## src/rtl/genius_pkg.sv

```systemverilog
// Shared constants and elaboration helpers for the generalised Genius datapath.
package genius_pkg;

    localparam int N_BOTOES_DEF   = 4;
    localparam int PROF_DEF       = 16;
    localparam int T_JOGADA_DEF   = 5000;
    localparam int T_PRIMEIRA_DEF = 2000;
    localparam int T_LED_DEF      = 1000;

    // Bits needed to hold 0..v-1, never less than one.
    function automatic int clog2(input int v);
        int r;
        r = 1;
        for (int i = 1; i < 31; i++) begin
            if ((1 << i) < v) r = i + 1;
        end
        return r;
    endfunction

endpackage

```

## src/rtl/fluxo_dados_genius_n_contador_m.sv

```systemverilog
// Modulo-M up-counter with async reset, sync clear priority, terminal and half-period flags.
module contador_m
    import genius_pkg::*;
#(
    parameter int M = 100
) (
    input  logic i_clock,
    input  logic i_reset,
    input  logic i_zera,
    input  logic i_conta,
    output logic o_fim,
    output logic o_meio
);

    localparam int W = clog2(M);

    logic [W-1:0] r_q;

    always_ff @(posedge i_clock or posedge i_reset) begin
        if (i_reset)
            r_q <= '0;
        else if (i_zera)
            r_q <= '0;
        else if (i_conta)
            r_q <= (r_q == W'(M - 1)) ? '0 : r_q + 1'b1;
    end

    assign o_fim  = (r_q == W'(M - 1));
    assign o_meio = (r_q >= W'(M / 2));

endmodule

```

## src/rtl/fluxo_dados_genius_n.sv

```systemverilog
// Genius game datapath: address/round counters, move register, sequence RAM,
// move timers and LED playback blink, all strobed by the game FSM.
module fluxo_dados_genius_n
    import genius_pkg::*;
#(
    parameter int N_BOTOES   = N_BOTOES_DEF,
    parameter int PROF       = PROF_DEF,
    parameter int T_JOGADA   = T_JOGADA_DEF,
    parameter int T_PRIMEIRA = T_PRIMEIRA_DEF,
    parameter int T_LED      = T_LED_DEF,
    localparam int AW        = clog2(PROF)
) (
    input  logic                i_clock,
    input  logic                i_reset,
    input  logic                i_zeraE,
    input  logic                i_contaE,
    input  logic                i_zeraRod,
    input  logic                i_contaRod,
    input  logic                i_zeraT,
    input  logic                i_contaT,
    input  logic                i_zeraP,
    input  logic                i_contaP,
    input  logic                i_zeraL,
    input  logic                i_contaL,
    input  logic                i_zeraR,
    input  logic                i_registraR,
    input  logic                i_we,
    input  logic                i_sinal_led,
    input  logic                i_modo,
    input  logic [N_BOTOES-1:0] i_botoes,
    output logic                o_fimE,
    output logic                o_fimRod,
    output logic                o_fimT,
    output logic                o_fimP,
    output logic                o_fimL,
    output logic                o_meioL,
    output logic                o_igual,
    output logic                o_enderecoIgualRodada,
    output logic                o_jogada_feita,
    output logic                o_jogada_valida,
    output logic [N_BOTOES-1:0] o_leds,
    output logic [AW-1:0]       o_db_contagem,
    output logic [AW-1:0]       o_db_rodada,
    output logic [N_BOTOES-1:0] o_db_jogada,
    output logic [N_BOTOES-1:0] o_db_memoria
);

    logic [AW-1:0]       r_endereco;
    logic [AW-1:0]       r_rodada;
    logic [N_BOTOES-1:0] r_jogada;
    logic                r_s_ant;
    logic [N_BOTOES-1:0] r_mem [PROF];

    logic [AW-1:0]       w_ultima;
    logic [N_BOTOES-1:0] w_dado;
    logic                w_s;
    logic                w_meioT;
    logic                w_meioP;
    logic                w_unused;

    // Last round follows modo combinationally so a mid-game switch takes effect at once.
    assign w_ultima = i_modo ? AW'(PROF - 1) : AW'(PROF / 2 - 1);

    always_ff @(posedge i_clock or posedge i_reset) begin
        if (i_reset)
            r_endereco <= '0;
        else if (i_zeraE)
            r_endereco <= '0;
        else if (i_contaE)
            r_endereco <= r_endereco + 1'b1;
    end

    always_ff @(posedge i_clock or posedge i_reset) begin
        if (i_reset)
            r_rodada <= '0;
        else if (i_zeraRod)
            r_rodada <= '0;
        else if (i_contaRod && (r_rodada < w_ultima))
            r_rodada <= r_rodada + 1'b1;
    end

    always_ff @(posedge i_clock or posedge i_reset) begin
        if (i_reset)
            r_jogada <= '0;
        else if (i_zeraR)
            r_jogada <= '0;
        else if (i_registraR)
            r_jogada <= i_botoes;
    end

    assign w_s = |i_botoes;

    always_ff @(posedge i_clock or posedge i_reset) begin
        if (i_reset)
            r_s_ant <= 1'b0;
        else if (i_zeraRod)
            r_s_ant <= 1'b0;
        else
            r_s_ant <= w_s;
    end

    // Sequence contents survive reset; only the write port is clocked.
    always_ff @(posedge i_clock) begin
        if (i_we)
            r_mem[r_endereco] <= r_jogada;
    end

    assign w_dado = r_mem[r_endereco];

    contador_m #(.M(T_JOGADA)) u_timer_t (
        .i_clock (i_clock),
        .i_reset (i_reset),
        .i_zera  (i_zeraT),
        .i_conta (i_contaT),
        .o_fim   (o_fimT),
        .o_meio  (w_meioT)
    );

    contador_m #(.M(T_PRIMEIRA)) u_timer_p (
        .i_clock (i_clock),
        .i_reset (i_reset),
        .i_zera  (i_zeraP),
        .i_conta (i_contaP),
        .o_fim   (o_fimP),
        .o_meio  (w_meioP)
    );

    contador_m #(.M(T_LED)) u_timer_l (
        .i_clock (i_clock),
        .i_reset (i_reset),
        .i_zera  (i_zeraL),
        .i_conta (i_contaL),
        .o_fim   (o_fimL),
        .o_meio  (o_meioL)
    );

    assign w_unused = w_meioT ^ w_meioP;

    assign o_fimE                = (r_endereco == AW'(PROF - 1));
    assign o_fimRod              = (r_rodada == w_ultima);
    assign o_igual               = (w_dado == r_jogada);
    assign o_enderecoIgualRodada = (r_endereco == r_rodada);
    assign o_jogada_feita        = w_s & ~r_s_ant;
    assign o_jogada_valida       = (r_jogada != '0) && ((r_jogada & (r_jogada - 1'b1)) == '0);
    assign o_leds                = i_sinal_led ? (o_meioL ? '0 : w_dado) : r_jogada;
    assign o_db_contagem         = r_endereco;
    assign o_db_rodada           = r_rodada;
    assign o_db_jogada           = r_jogada;
    assign o_db_memoria          = w_dado;

endmodule

```

## config.mk

```make
export PLATFORM = sky130hd
export DESIGN_NAME = fluxo_dados_genius_n
export DESIGN_NICKNAME = d
export VERILOG_FILES = /design/src/rtl/genius_pkg.sv /design/src/rtl/fluxo_dados_genius_n_contador_m.sv /design/src/rtl/fluxo_dados_genius_n.sv
export SDC_FILE = /design/constraint.sdc
export NUM_CORES = 1
export LEC_CHECK = 0
export CAP_MARGIN = 20
export CORE_MARGIN = 2
export CORE_UTILIZATION = 55
export CTS_BUF_LIST = sky130_fd_sc_hd__clkbuf_8 sky130_fd_sc_hd__clkbuf_16
export CTS_CLUSTER_DIAMETER = 150
export DETAILED_ROUTE_END_ITERATION = 6
export PLACE_DENSITY = 0.88
export REMOVE_ABC_BUFFERS = 1
export SLEW_MARGIN = 20
export SYNTH_ARGS = -nofsm -noshare
export SYNTH_HDL_FRONTEND = slang
export SYNTH_SLANG_ARGS = --single-unit
export TNS_END_PERCENT = 5
```

## constraint.sdc

```tcl
create_clock -name i_clock -period 2.5 [get_ports i_clock]
set_input_delay 0.375 -clock i_clock [delete_from_list [all_inputs] [get_ports i_clock]]
set_output_delay 0.375 -clock i_clock [all_outputs]
set_load 0.005 [all_outputs]
```

## Word level (Yosys, flattened, before mapping)

Memory sizes are Yosys's and may differ from the RTL's.
Cells that the tools add are included.

- Input bits: 21
- Memories: 1
- Logic and storage cells: 58
- Bits in registers: 47
- Output and inout port bits: 30
- RAM bits: 64

Memory list:

| name | depth | bits a word | read ports | clocked after Yosys merged registers in | write ports | line | text |
|---|---|---|---|---|---|---|---|
| r_mem | 16 | 4 | 1 | 0 | 1 | fluxo_dados_genius_n.sv:52 | `logic [N_BOTOES-1:0] r_mem [PROF];` |

- $add $sub $neg: 6
- Reduce and logical (&&, ||, !) cells: 11
- Bitwise gates (word level): 3
- $lt $le $gt $ge: 2
- Equal/unequal tests: 7
- Multiplexer cells: 21

Operator list:

| kind | number |
|---|---|
| $mux W13 | 3 |
| $mux W4 | 9 |
| $mux W11 | 3 |
| $mux W10 | 3 |
| $add A13 B1 Y13 const B | 1 |
| $eq A13 B13 Y1 const B | 1 |
| $eq A4 B4 Y1 | 3 |
| $reduce_bool A2 Y1 | 6 |
| $add A11 B1 Y11 const B | 1 |
| $eq A11 B11 Y1 const B | 1 |
| $add A10 B1 Y10 const B | 1 |
| $eq A10 B10 Y1 const B | 1 |
| $ge A10 B9 Y1 const B | 1 |
| $add A4 B1 Y4 const B | 2 |
| $and A4 B4 Y4 | 1 |
| $eq A4 B4 Y1 const B | 1 |
| $logic_not A4 Y1 | 1 |
| $lt A4 B4 Y1 | 1 |
| $reduce_bool A4 Y1 | 1 |
| $reduce_or A4 Y1 | 1 |
| $sub A4 B1 Y4 const B | 1 |
| $mux W1 | 3 |
| $logic_and A1 B1 Y1 | 2 |
| $and A1 B1 Y1 | 1 |
| $not A1 Y1 | 1 |

## Longest topological paths before layout

Gate-level depths: netlist (run 1).

- Depth after elaboration: 5
- Depth in mapped cells: 7
- Mapped depth without buffers: 7

## Cells and area by module

From an unflattened synthesis (run 1), not the netlist that was laid out.

- Cell total of the unflattened synthesis: 451
- Area total of the unflattened synthesis: 5584.1 sq um

Modules (own cells, without submodules):

| module | times used | cells each | seq. area each (sq um) | area an instance (sq um) |
|---|---|---|---|---|
| fluxo_dados_genius_n | 1 | 227 | 2247.2 | 3464.6 |
| contador_m (u_timer_t) | 1 | 80 | 325.3 | 752.0 |
| contador_m (u_timer_l) | 1 | 76 | 250.2 | 711.9 |
| contador_m (u_timer_p) | 1 | 68 | 275.3 | 655.6 |

## Worst setup path before layout (run 1)

No wires, ideal clock.

- Kind: flip-flop to output port
- Start point: register r_endereco[1], in the netlist o_db_contagem[1]
- End point: output o_igual
- Buffers on the path: 2
- Data required time: 2125 ps
- Cell stages (with the launch flop): 8
- Arrival time: 1826 ps
- Slack: 299 ps
- Cells stage by stage: dfrtp_1 > buf_6 > buf_12 > mux4_2 > mux2i_1 > mux2i_2 > xnor2_1 > nor4_2

- Word-level cells in the longest chain between the ends: 2

RTL lines:

| what | line | text |
|---|---|---|
| from (decl) | fluxo_dados_genius_n.sv:48 | `logic [AW-1:0] r_endereco;` |
| from (signal assigned) | fluxo_dados_genius_n.sv:70 | `r_endereco <= r_endereco + 1'b1;` |
| $mem_v2 Z16 W4 | n/a |  |
| via o_db_memoria[3] | fluxo_dados_genius_n.sv:45 | `output logic [N_BOTOES-1:0] o_db_memoria` |
| $eq A4 B4 Y1 | fluxo_dados_genius_n.sv:141 | `assign o_igual = (w_dado == r_jogada);` |
| to (decl) | fluxo_dados_genius_n.sv:37 | `output logic o_igual,` |

The timed path passes the listed nets, and every way through them passes these cells.

## Worst setup path in the final report (run 1)

- Start point: register r_endereco[1], in the netlist o_db_contagem[1]
- End point: output o_igual

- Word-level cells in the longest chain between the ends: 2

RTL lines:

| what | line |
|---|---|
| $mem_v2 Z16 W4 | n/a |
| $eq A4 B4 Y1 | fluxo_dados_genius_n.sv:141 |

No other way between the ends.

==> results of run 1 <==
[cells in the final DEF (no fill, tap or decap), types with 3 or more instances in the layout]
cell type        synthesis  final
dfrtp_2                  0      3
and3_1                   6      6
nand4_1                  6      6
o22ai_1                  4      3
clkdlybuf4s50_1          0     40
nor3_1                   9      9
mux2i_1                 15     14
nand2b_1                 5      5
dfrtp_1                 47     44
edfxtp_1                64     64
nand2_1                 27     27
a21oi_1                 11     11
clkbuf_2                 0      7
xnor2_1                 13     13
or3_1                    5      5
inv_2                    3      3
buf_4                    2     25
nand3_1                 11     11
inv_1                   16     16
xor2_1                  23     23
ha_1                    10      8
o21ai_0                  9      9
nor4_1                   3      3
mux4_2                   8     16
nor2_1                  60     60
clkbuf_8                 0      9
[layer usage]
metal  global-route usage (%)  part of all wire (%)
met3                     2.97                   4.1
met1                     29.0                    41
met2                     38.4                    53
met4                     7.80                   2.1
met5                        0                     0
[registers in the layout (all words and copies together), names as in the netlist]
| signal | cells |
|---|---|
| o_db_contagem | 4 |
| o_db_jogada | 4 |
| o_db_rodada | 4 |
| r_mem | 64 |
| r_s_ant | 1 |
| u_timer_l.r_q | 10 |
| u_timer_p.r_q | 11 |
| u_timer_t.r_q | 13 |
[logic make-up after synthesis]
logic type               Yosys count
AND/OR/NAND/NOR                  144
flip-flops                       111
AO/OA/AOI/OAI                     36
XOR/XNOR                          36
multiplexers                      36
buffers and inverters             33
adder cells (fa/ha/maj)           10
[how the worst min path moves through the flow]
stage / start / slack, ps / end
3_3_place_gp: u_timer_l.r_q[9]$_DFFE_PP0P_ / 490 / u_timer_l.r_q[9]$_DFFE_PP0P_
4_1_cts: i_reset / 490 / u_timer_t.r_q[0]$_DFFE_PP0P_
5_1_grt: i_reset / 520 / o_db_contagem[2]$_DFFE_PP0P_
3_5_place_dp: u_timer_t.r_q[12]$_DFFE_PP0P_ / 530 / u_timer_t.r_q[12]$_DFFE_PP0P_
2_1_floorplan: i_zeraL / 440 / u_timer_l.r_q[1]$_DFFE_PP0P_
6_report: i_reset / 470 / o_db_contagem[2]$_DFFE_PP0P_
[final cells by class]
cell class | instances | area (sq um) | area share, %
multi-input cells | 262 | 1930 | 31.4
well taps | 111 | 139 | 2.26
flip-flops and latches | 111 | 3100 | 50.4
clock buffers | 9 | 124 | 2.01
repair buffers | 79 | 718 | 11.7
clock inverters | 7 | 61.3 | 0.997
inverters | 19 | 73.8 | 1.20
[cells in the mapped netlist, drive strengths merged, types with 11 or more instances]
library cell	n	area share, %
edfxtp	64	37
nor2	60	4.3
dfrtp	47	23
nand2	27	2.0
xor2	23	3.9
inv	19	1.4
mux2i	16	3.2
mux4	16	7.5
xnor2	13	2.2
a21oi	11	1.1
nand3	11	1.1
o21ai	11	1.1
[worst max-delay path, delay by kind of cell, from the launching register on]
family,cells,cell delay [ps]
AND/OR/NAND/NOR,1,290
XOR/XNOR,1,190
multiplexers,3,860
buffers and inverters,2,310
flip-flops,1,450
[per-stage QoR]
step	area (sq um)	total power [uW]	setup slack [ps]	hold slack (ps)	cells
2_1_floorplan	5110	2240	15.5	438	392
3_3_place_gp	5940	2470	-163	495	576
3_5_place_dp	5940	2480	-263	532	576
4_1_cts	6160	3490	-344	486	596
5_1_grt	6150	3600	-457	522	598
6_report	6150	3470	-359	473	598
[timing repair]
item / CTS / global route
resized for setup: 37 / 14
setup endpoints to repair: 11 / 11
buffers inserted: 3 / 2
pin swaps: 5 / 4
cloned: 1 / 0
[where the power goes]
part           internal (uW)  switching [uW]
combinational            239             206
sequential              1970            36.0
clock                    384             631
==> metrics.md, run 1 <==
| Metric | Value |
|---|---|
| Main combinational cell family by area after synthesis | simple AND/OR/NAND/NOR gates |
| Clock Path Buffers | 2 |
| Critical Path Source Type | flop |
| Routed via count | ~3500 |
| Final #Nets | 513 |
| DRC Markers | 0 |
| Core Box Area | a little over 9000 sq um |
| Post-synth EDFFs | 64 |
| Worst Path Max Fanout | 7 |
| CTS tree | done |
| Measured slew at the worst slew-check pin | between 600 and 700 ps |
| Layout cells sized above 1 | 18.5% |
| Initial Util | 56.5% |
| Post-synthesis instance total | roughly 400 |
| Die Area | between 10000 and 15000 sq um |
| Post-synth ARST share | 42.3% |
| Seq/Total Area, Yosys | between 50% and 60% |
| WP data required | 2120 ps |
| CP endpoint | o_igual |
| Worst setup margin | -359 ps |
| Number of hold buffers added after cts | 0 |
| Nature of the critical path endpoint | output pin |
| Minimum clock period | 2860 ps |
| Final hold violations | 0 |
| P_leak | between 0.002 and 0.0025 uW |
| Largest net degree at the start of global routing | 48 |
| First-pass GRT wire length | 17.2 mm |
| PD cells | 564 nW/um^2 |
| Placer congestion estimate | a little over 0.9 |
| Final period utilization | 114% |
| Height of the die | approximately 100 microns |
| Crit path DAT | approximately 2500 ps |
| Final Routed Wirelength | about 11 mm |
| Initial antenna violation count | 0 |
| Final setup violation count | 9 |
| Most common flop cell mapped by yosys | edfxtp_1 |
| Synth Area in XOR/XNOR | under 10% |
| Drt pass-1 iters | 4 |
| RSZ-0062 raised after global routing | true |
| Via-per-instance ratio | 5.79 |
| Synth Register Bits | around 110 |
| # port buffers | 50 |
| Detailed placer's ending HPWL | about 7.7 mm |
| Reg-to-reg slack, setup | between 400 and 500 ps |
| Synth Area in Adders | between 2 and 2.5% |
| R2r worst-path depth | 6 |
| Most used cell, CP | mux2i_1 |
| Final TNS setup | -1020 ps |
| Fmax | around 350 MHz |
| Final Core Density | about two thirds |
| Clock Sinks | around 110 |
| Area growth syn-to-layout | 18.4% |
| Chip width | between 100 and 150 microns |
| Slew margin rel. | ~55% |
| Reg clk slew, reported paths | between 100 and 150 ps |
| Mean Syn Cell Area | 12.8 sq um |
| Root buf cell | clkbuf_8 |
| Area fraction in compound gates after synthesis | roughly 4.1% |
| Outcome | finished, violations left |
| CP peak stage delay | 500 ps |
| CP max-delay cell | mux4_2 |
| Peak VDD IR | about 0.00033 V |
| Fill count | between 600 and 700 |
| Yosys warnings | 0 |
| Reg2reg end | r_mem[0][1]$_DFFE_PP_ |
| CP Launch Point | o_db_contagem[1]$_DFFE_PP0P_ |
| Antenna viol nets, final | 0 |
| Gr usage total | about 22% |
| Overflow after GRT | 0 |
| I/O pins | just over 50 |
| ANT cells | 0 |
| Multiplexer share of the synthesized area | 11.6% |
| CTS H-tree lvls | 3 |
| Setup Skew | 13.3 ps |
| Row count | 35 |
| Simple-gate share of the synthesized area | a little over an eighth |
| Min-Delay Path Class | primary input to asynchronous set/reset pin |
| Avg WL per Cell | about 18 microns |
| Reg-to-reg startpoint | o_db_contagem[0]$_DFFE_PP0P_ |
| Final-report max-slew violation count | 0 |
| Crit Path Class | flop to output pin |
| Post-synthesis cell type count | 47 |
| Area of the mapped netlist | slightly above 5000 sq um |
| Initial DRC Count | ~180 |
| Violated checks | negative setup slack |
| TritonCTS buffer count | 9 |
| Vias in the first global route | roughly 3400 |
| Clk_lat worst skew | 380 ps |
| Cell chain of the critical path | buf_12 -> mux4_2 -> mux2i_1 -> mux2i_1 -> xnor2_1 -> nor4_2 -> buf_2 |
| Max-cap viol count | 0 |
Power figures use the tool's default switching activity.
==> run 2, diff against run 1 <==
Settings changed: CORE_ASPECT_RATIO set to 0.9, CORE_MARGIN 2 to unset, SYNTH_HIERARCHICAL set to 1.
==> run 2 against run 1 <==
Maximum frequency down 7.9%. Register-to-register slack better by 110 ps. Global-route usage up 5.6 points. Combinational power rose by 13%. The flow still finishes with violations (negative setup slack). Hold slack lost 38 ps. Highest routed layer unchanged. Power is 5.4% higher. Critical path depth fell by 1.
==> metrics.md, run 2 <==
| Metric | Value |
|---|---|
| P_leak | 0.00258 uW (+7.3%) |
| Routed via count | 4168 (+20%) |
| Pint | 2700 uW (+4.1%) |
| Final setup violation count | 9 (unchanged) |
| Sw Share | 26.1% (+0.91 points) |
| Detailed placer's ending HPWL | 9.44 mm (+23%) |
| Slew margin rel. | 57.8% (+2.6 points) |
| DRC Markers | 0 (unchanged) |
| Core Box Area | 9740 sq um (+5.9%) |
| Min-Delay Path Class | primary input to asynchronous set/reset pin |
| PD cells | 548 nW/um^2 (-2.8%) |
| Max-cap viol count | 0 (unchanged) |
| Mean Syn Cell Area | 12.5 sq um (-2.4%) |
| Overflow after GRT | 0 (unchanged) |
| Biggest regs | r_mem (64), u_timer_t/r_q (13), u_timer_p/r_q (11) |
| Combinational share of power | 13.8% (+1.0 points) |
| Sequential share of power | 55.0% (-2.9 points) |
| Initial DRC Count | 353 (+98%) |
| Final #Nets | 555 (+8.2%) |
| Worst path bufs/invs | 2 (unchanged) |
| Worst slack, placed | -695 ps (-432 ps) |
| ANT cells | 0 (unchanged) |
| Yosys warnings | 6 (+6) |
| Reg-to-reg slack, setup | 520 ps (+110 ps) |
| Switch Pwr | 953 uW (+9.2%) |
| Height of the die | 97.2 microns (-3.9%) |
| Most frequent cells in the layout | 64 x edfxtp_1, 47 x nor2_1, 44 x dfrtp_1 |
| TritonCTS buffer count | 9 (unchanged) |
| Avg WL per Cell | 21.6 microns (+21%) |
| CP max-delay cell | mux4_2 |
| Via-per-instance ratio | 6.38 (+10%) |
| CP top delay family | multiplexers |
| Final TNS setup | -2810 ps (-1790 ps) |
| Reg clk slew, reported paths | 110 ps (about the same) |
| Clock Sinks | 111 (unchanged) |
| CTS H-tree lvls | 3 (unchanged) |
| Crit Path Class | flop to output pin |
| Row count | 34 (-2.9%) |
| Cell chain of the critical path | buf_6 -> mux4_2 -> mux4_2 -> xnor2_2 -> a2111oi_4 -> buf_2 |
| Worst Path Max Fanout | 7 (unchanged) |
| Antenna viol nets, final | 0 (unchanged) |
| Die Area | 10500 sq um (+2.4%) |
| Final Routed Wirelength | 14.1 mm (+32%) |
| Number of hold buffers added after cts | 0 (unchanged) |
| Reg-to-reg startpoint | o_db_contagem[0]$_DFFE_PP0P_ |
| Fill count | 650 (-3.3%) |
| Root buf cell | clkbuf_8 |
| Most used cell, CP | mux4_2 |
| Final period utilization | 124% (+9.8 points) |
| Setup Skew | 16.8 ps (+3.48 ps) |
| Gr usage total | 27.8% (+5.6 points) |
| Peak VDD IR | 0.000393 V (+19%) |
| Area growth syn-to-layout | 20.3% |
| Initial antenna violation count | 0 (unchanged) |
| Biggest register | r_mem |
| First-pass GRT wire length | 21.5 mm (+25%) |
| Final-report max-slew violation count | 0 (unchanged) |
| Minimum clock period | 3100 ps (+245 ps) |
| Layout cells sized above 1 | 19.5% (+1.1 points) |
| Worst setup margin | -604 ps (-245 ps) |
| RSZ-0062 raised after global routing | true |
| I/O pins | 51 (unchanged) |
| Clk_lat worst skew | 380 ps (about the same) |
| Critical Path Source Type | flop |
| Measured slew at the worst slew-check pin | 629 ps (-39.2 ps) |
| CP peak stage delay | 560 ps (+60 ps) |
| Nature of the critical path endpoint | output pin |
| Initial Util | 56.9% (+0.43 points) |
| Most common cell after layout, fill and taps aside | edfxtp_1 |
| Reg2reg end | r_mem[2][1]$_DFFE_PP_ |
| Area of the mapped netlist | 5540 sq um (+6.7%) |
| Clock Power Share | 31.2% (+2.0 points) |
| Largest net degree at the start of global routing | 21 (-56%) |
| CTS tree | done |
| Crit path DAT | 2730 ps (+250 ps) |
| Placer congestion estimate | 0.868 (-4.5%) |
| Drt pass-1 iters | 6 (+2) |
| # port buffers | 50 (unchanged) |
| Vias in the first global route | 4056 (+19%) |
| WP data required | 2120 ps (about the same) |
| Outcome | finished, violations left |
| Chip width | 108 microns (+6.6%) |
| Post-synthesis instance total | 444 (+9.4%) |
| Clock Path Buffers | 2 (unchanged) |
| Final hold violations | 0 (unchanged) |
| Fmax | 322 MHz (-7.9%) |
| R2r worst-path depth | 5 (-1) |
| Largest register FFs | 64 (unchanged) |
| Violated checks | negative setup slack |
## run 2: worst max path at each step
stage | from | to | slack, ps | cells past startpoint
finish | o_db_contagem[2]$_DFFE_PP0P_ | o_igual | -600 | 6
global route | o_db_contagem[2]$_DFFE_PP0P_ | o_igual | -650 | 10
CTS | o_db_contagem[2]$_DFFE_PP0P_ | o_db_memoria[2] | -530 | 5
detailed placement | o_db_contagem[2]$_DFFE_PP0P_ | o_igual | -690 | 6
global placement | o_db_contagem[2]$_DFFE_PP0P_ | o_igual | -570 | 6
floorplan | o_db_contagem[2]$_DFFE_PP0P_ | o_igual | -470 | 4
## run 2: repair_timing
| action | in CTS | in global routing |
|---|---|---|
| resized for setup | 24 | 23 |
| gates cloned | 0 | 0 |
| setup endpoints to repair | 11 | 12 |
| pin swaps | 1 | 2 |
| setup buffers | 4 | 1 |
## run 2: power groups by stage
stage | sequential, uW | clock, uW | combinational (uW)
after floorplan | 2060 | 0 | 195
after global placement | 2050 | 0 | 441
after detailed placement | 2050 | 0 | 463
after CTS | 2010 | 1150 | 473
after global routing | 2020 | 1230 | 540
final | 2010 | 1140 | 504
## run 2: per-layer routing
layer / routed length (microns) / track usage (%)
met1: 5360 / 35.2
met2: 6930 / 44.9
met3: 1070 / 6.57
met4: 737 / 13.2
met5: 0 / 0
## run 2: layout make-up
class                           instances  area, sq um  share of cell area [%]
Inverter                               25         93.8                    1.41
Timing Repair Buffer                   86          778                    11.7
Sequential cell                       111         3100                    46.5
Clock inverter                          7         83.8                    1.26
Tap cell                              126          158                    2.36
Clock buffer                            9          124                    1.86
Multi-Input combinational cell        289         2330                    35.0
## run 2: per-stage QoR
step	utilization [%]	area (sq um)	total power [uW]	hold slack (ps)	std cells
global placement	64.8	6320	2490	504	632
global route	68.5	6670	3780	453	653
floorplan	-	5430	2260	215	425
CTS	67.9	6620	3640	428	652
finish	68.5	6670	3660	434	653
detailed placement	64.8	6320	2510	512	632
==> run 3, diff against run 2 <==
Settings changed: CORE_MARGIN set to 2.
==> run 3 against run 2 <==
The flow still finishes with violations (negative setup slack). Power shrank 3.7%. Largest cell class unchanged. First-iteration DRC count rose by 4.2%. Sequential share of layout area increased by 0.17 points. Largest power group unchanged. Final cell count grew 0.46%. Critical endpoint unchanged. Worst setup slack better by 110 ps.
==> metrics.md, run 3 (same netlist as run 2, synthesis figures left out) <==
| Metric | Value |
|---|---|
| Outcome | finished, violations left |
| Violated checks | negative setup slack |
| Most used cell, CP | mux4_2 |
| I/O pins | 51 (unchanged) |
| Total Power | 3520 uW (-3.7%) |
| Combinational share of power | 13.7% (about the same) |
| CTS tree | done |
| Final hold violations | 0 (unchanged) |
| Fmax | 334 MHz (+3.7%) |
| Most frequent cells in the layout | 64 x edfxtp_1, 47 x nor2_1, 45 x dfrtp_1 |
| WP data required | 2120 ps (about the same) |
| Sw Share | 23.5% (-2.5 points) |
| Row count | 34 (unchanged) |
| Slew margin rel. | 48.7% (-9.0 points) |
| Final period utilization | 120% (-4.4 points) |
| Largest register FFs | 64 (unchanged) |
| Worst Path Max Fanout | 6 (-1) |
| Via-per-instance ratio | 6.21 (-2.6%) |
| Drt pass-1 iters | 6 (unchanged) |
| Max-cap viol count | 0 (unchanged) |
| Setup Skew | 10.5 ps (-6.30 ps) |
| Reg clk slew, reported paths | 100 ps (about the same) |
| Layout cells sized above 1 | 18.3% (-1.2 points) |
| Avg WL per Cell | 20.0 microns (-7.3%) |
| Crit path DAT | 2620 ps (-110 ps) |
| Clock Path Buffers | 2 (unchanged) |
| Detailed placer's ending HPWL | 9.42 mm (-0.20%) |
| Largest net degree at the start of global routing | 21 (unchanged) |
| Peak VDD IR | 0.000283 V (-28%) |
| Sequential share of power | 57.1% (+2.1 points) |
| DRC Markers | 0 (unchanged) |
| Placed insts | 633 (+0.16%) |
| Root buf cell | clkbuf_8 |
| Nature of the critical path endpoint | output pin |
| Overflow after GRT | 0 (unchanged) |
| Biggest register | r_mem |
| Antenna viol nets, final | 0 (unchanged) |
| PD cells | 530 nW/um^2 (-3.3%) |
| Worst setup margin | -493 ps (+111 ps) |
| Number of hold buffers added after cts | 0 (unchanged) |
| Clock Power Share | 29.2% (-2.0 points) |
| Non-Filler Instances | 656 (+0.46%) |
| Height of the die | 99.2 microns (+2.1%) |
| Clock Sinks | 111 (unchanged) |
| Final-report max-slew violation count | 0 (unchanged) |
| Clk_lat worst skew | 350 ps (-30 ps) |
| Vias in the first global route | 4038 (-0.44%) |
| Critical Path Source Type | flop |
| Crit Path Class | flop to output pin |
| Initial antenna violation count | 0 (unchanged) |
| Critical Path Stages | 6 (unchanged) |
| R2r worst-path depth | 5 (unchanged) |
| Final #Nets | 558 (+0.54%) |
| Min-Delay Path Class | primary input to asynchronous set/reset pin |
| Initial DRC Count | 368 (+4.2%) |
| Switch Pwr | 829 uW (-13%) |
| CTS H-tree lvls | 3 (unchanged) |
| Gr usage total | 25.3% (-2.5 points) |
| Area growth syn-to-layout | 19.8% |
| P_leak | 0.00257 uW (-0.58%) |
| Core Box Area | 9740 sq um (unchanged) |
| Cell chain of the critical path | buf_12 -> mux4_2 -> mux4_2 -> xnor2_2 -> a2111oi_4 -> buf_2 |
| Reg-to-reg slack, setup | 510 ps (about the same) |
| Routed via count | 4077 (-2.2%) |
| Worst hold margin | 474 ps (+39.2 ps) |
| Final Routed Wirelength | 13.1 mm (-6.8%) |
| Initial Util | 56.9% (unchanged) |
| # port buffers | 50 (unchanged) |
| RSZ-0062 raised after global routing | true |
| Chip width | 110 microns (+1.9%) |
| Worst path bufs/invs | 2 (unchanged) |
| CP top delay family | multiplexers |
| Die Area | 10900 sq um (+4.0%) |
| ANT cells | 0 (unchanged) |
| CP max-delay cell | mux4_2 |
| Pint | 2690 uW (-0.38%) |
| Most common cell after layout, fill and taps aside | edfxtp_1 |
| Placer congestion estimate | 0.917 (+5.7%) |
| First-pass GRT wire length | 20.9 mm (-2.7%) |
| TritonCTS buffer count | 9 (unchanged) |
| Final setup violation count | 9 (unchanged) |
| CP peak stage delay | 560 ps (about the same) |
| Minimum clock period | 2990 ps (-111 ps) |
| Measured slew at the worst slew-check pin | 763 ps (+135 ps) |
| Biggest regs | r_mem (64), u_timer_t/r_q (13), u_timer_p/r_q (11) |
## run 3: cell types whose count changed in the layout (fill, tap and decap cells not counted), moves of 2 or more
cell and change:
dlygate4sd2_1 +3, inv_6 -3, buf_4 +7, mux4_1 -3, mux4_2 +3, inv_1 +3
clkbuf_2 -4, buf_6 -5, inv_8 -2
## run 3: per-layer routing
metal / vias up / track usage (%) / part of all wire, %
met5: - / 0 / 0
met4: 0 / 8.08 / 2.2
met3: 27 / 4.19 / 8.2
met2: 212 / 41.9 / 50
met1: 2025 / 34.4 / 40
li1: 1813 / - / -
## run 3: per-stage QoR
step | TNS (ps) | instance area, sq um | utilization, % | setup WS [ps]
after global placement | -1350 | 6340 | 65.0 | -506
after CTS | -3120 | 6630 | 68.1 | -517
after floorplan | -706 | 5430 | - | -467
after detailed placement | -2130 | 6340 | 65.0 | -618
final | -2760 | 6640 | 68.2 | -493
after global routing | -3450 | 6640 | 68.2 | -568
## run 3: timing repair
action	in CTS	in global routing
gates resized for setup	27	5
buffers inserted	6	0
setup endpoints to repair	11	10
cloned	1	0
pin swaps	3	1
hold endpoints to repair	0	0
## run 3: final cells by class
class	count	area (sq um)
Tap cell	126	158
Timing Repair Buffer	89	816
Multi-Input combinational cell	289	2280
Clock inverter	6	55.1
Clock buffer	10	138
Inverter	25	93.8
Fill cell	643	3100
Sequential cell	111	3100
## run 3: path summary, 6_finish.rpt
check,to,from
min in group i_clock,u_timer_t/r_q[12]$_DFFE_PP0P_,u_timer_t/r_q[12]$_DFFE_PP0P_
max in group asynchronous,o_db_contagem[2]$_DFFE_PP0P_,i_reset
worst max-delay path,o_igual,o_db_contagem[2]$_DFFE_PP0P_
worst max register to register,r_mem[0][3]$_DFFE_PP_,o_db_contagem[0]$_DFFE_PP0P_
worst min-delay path,u_timer_l/r_q[4]$_DFFE_PP0P_,i_reset
worst min register to register,u_timer_t/r_q[12]$_DFFE_PP0P_,u_timer_t/r_q[12]$_DFFE_PP0P_
## run 3: power by group through the flow
stage	registers, uW	logic [uW]	clock network, uW
6_report	2010	483	1030
2_1_floorplan	2060	195	0
3_5_place_dp	2050	463	0
4_1_cts	2010	474	1050
5_1_grt	2020	523	1130
3_3_place_gp	2050	444	0
## run 3: worst register-to-register path: cells and delay by family (launching register included)
| family | cells | cell delay (ps) |
|---|---|---|
| DFF | 1 | 390 |
| buffers and inverters | 2 | 340 |
| and+or+nand+nor | 2 | 730 |
| adders and majority gates | 1 | 170 |
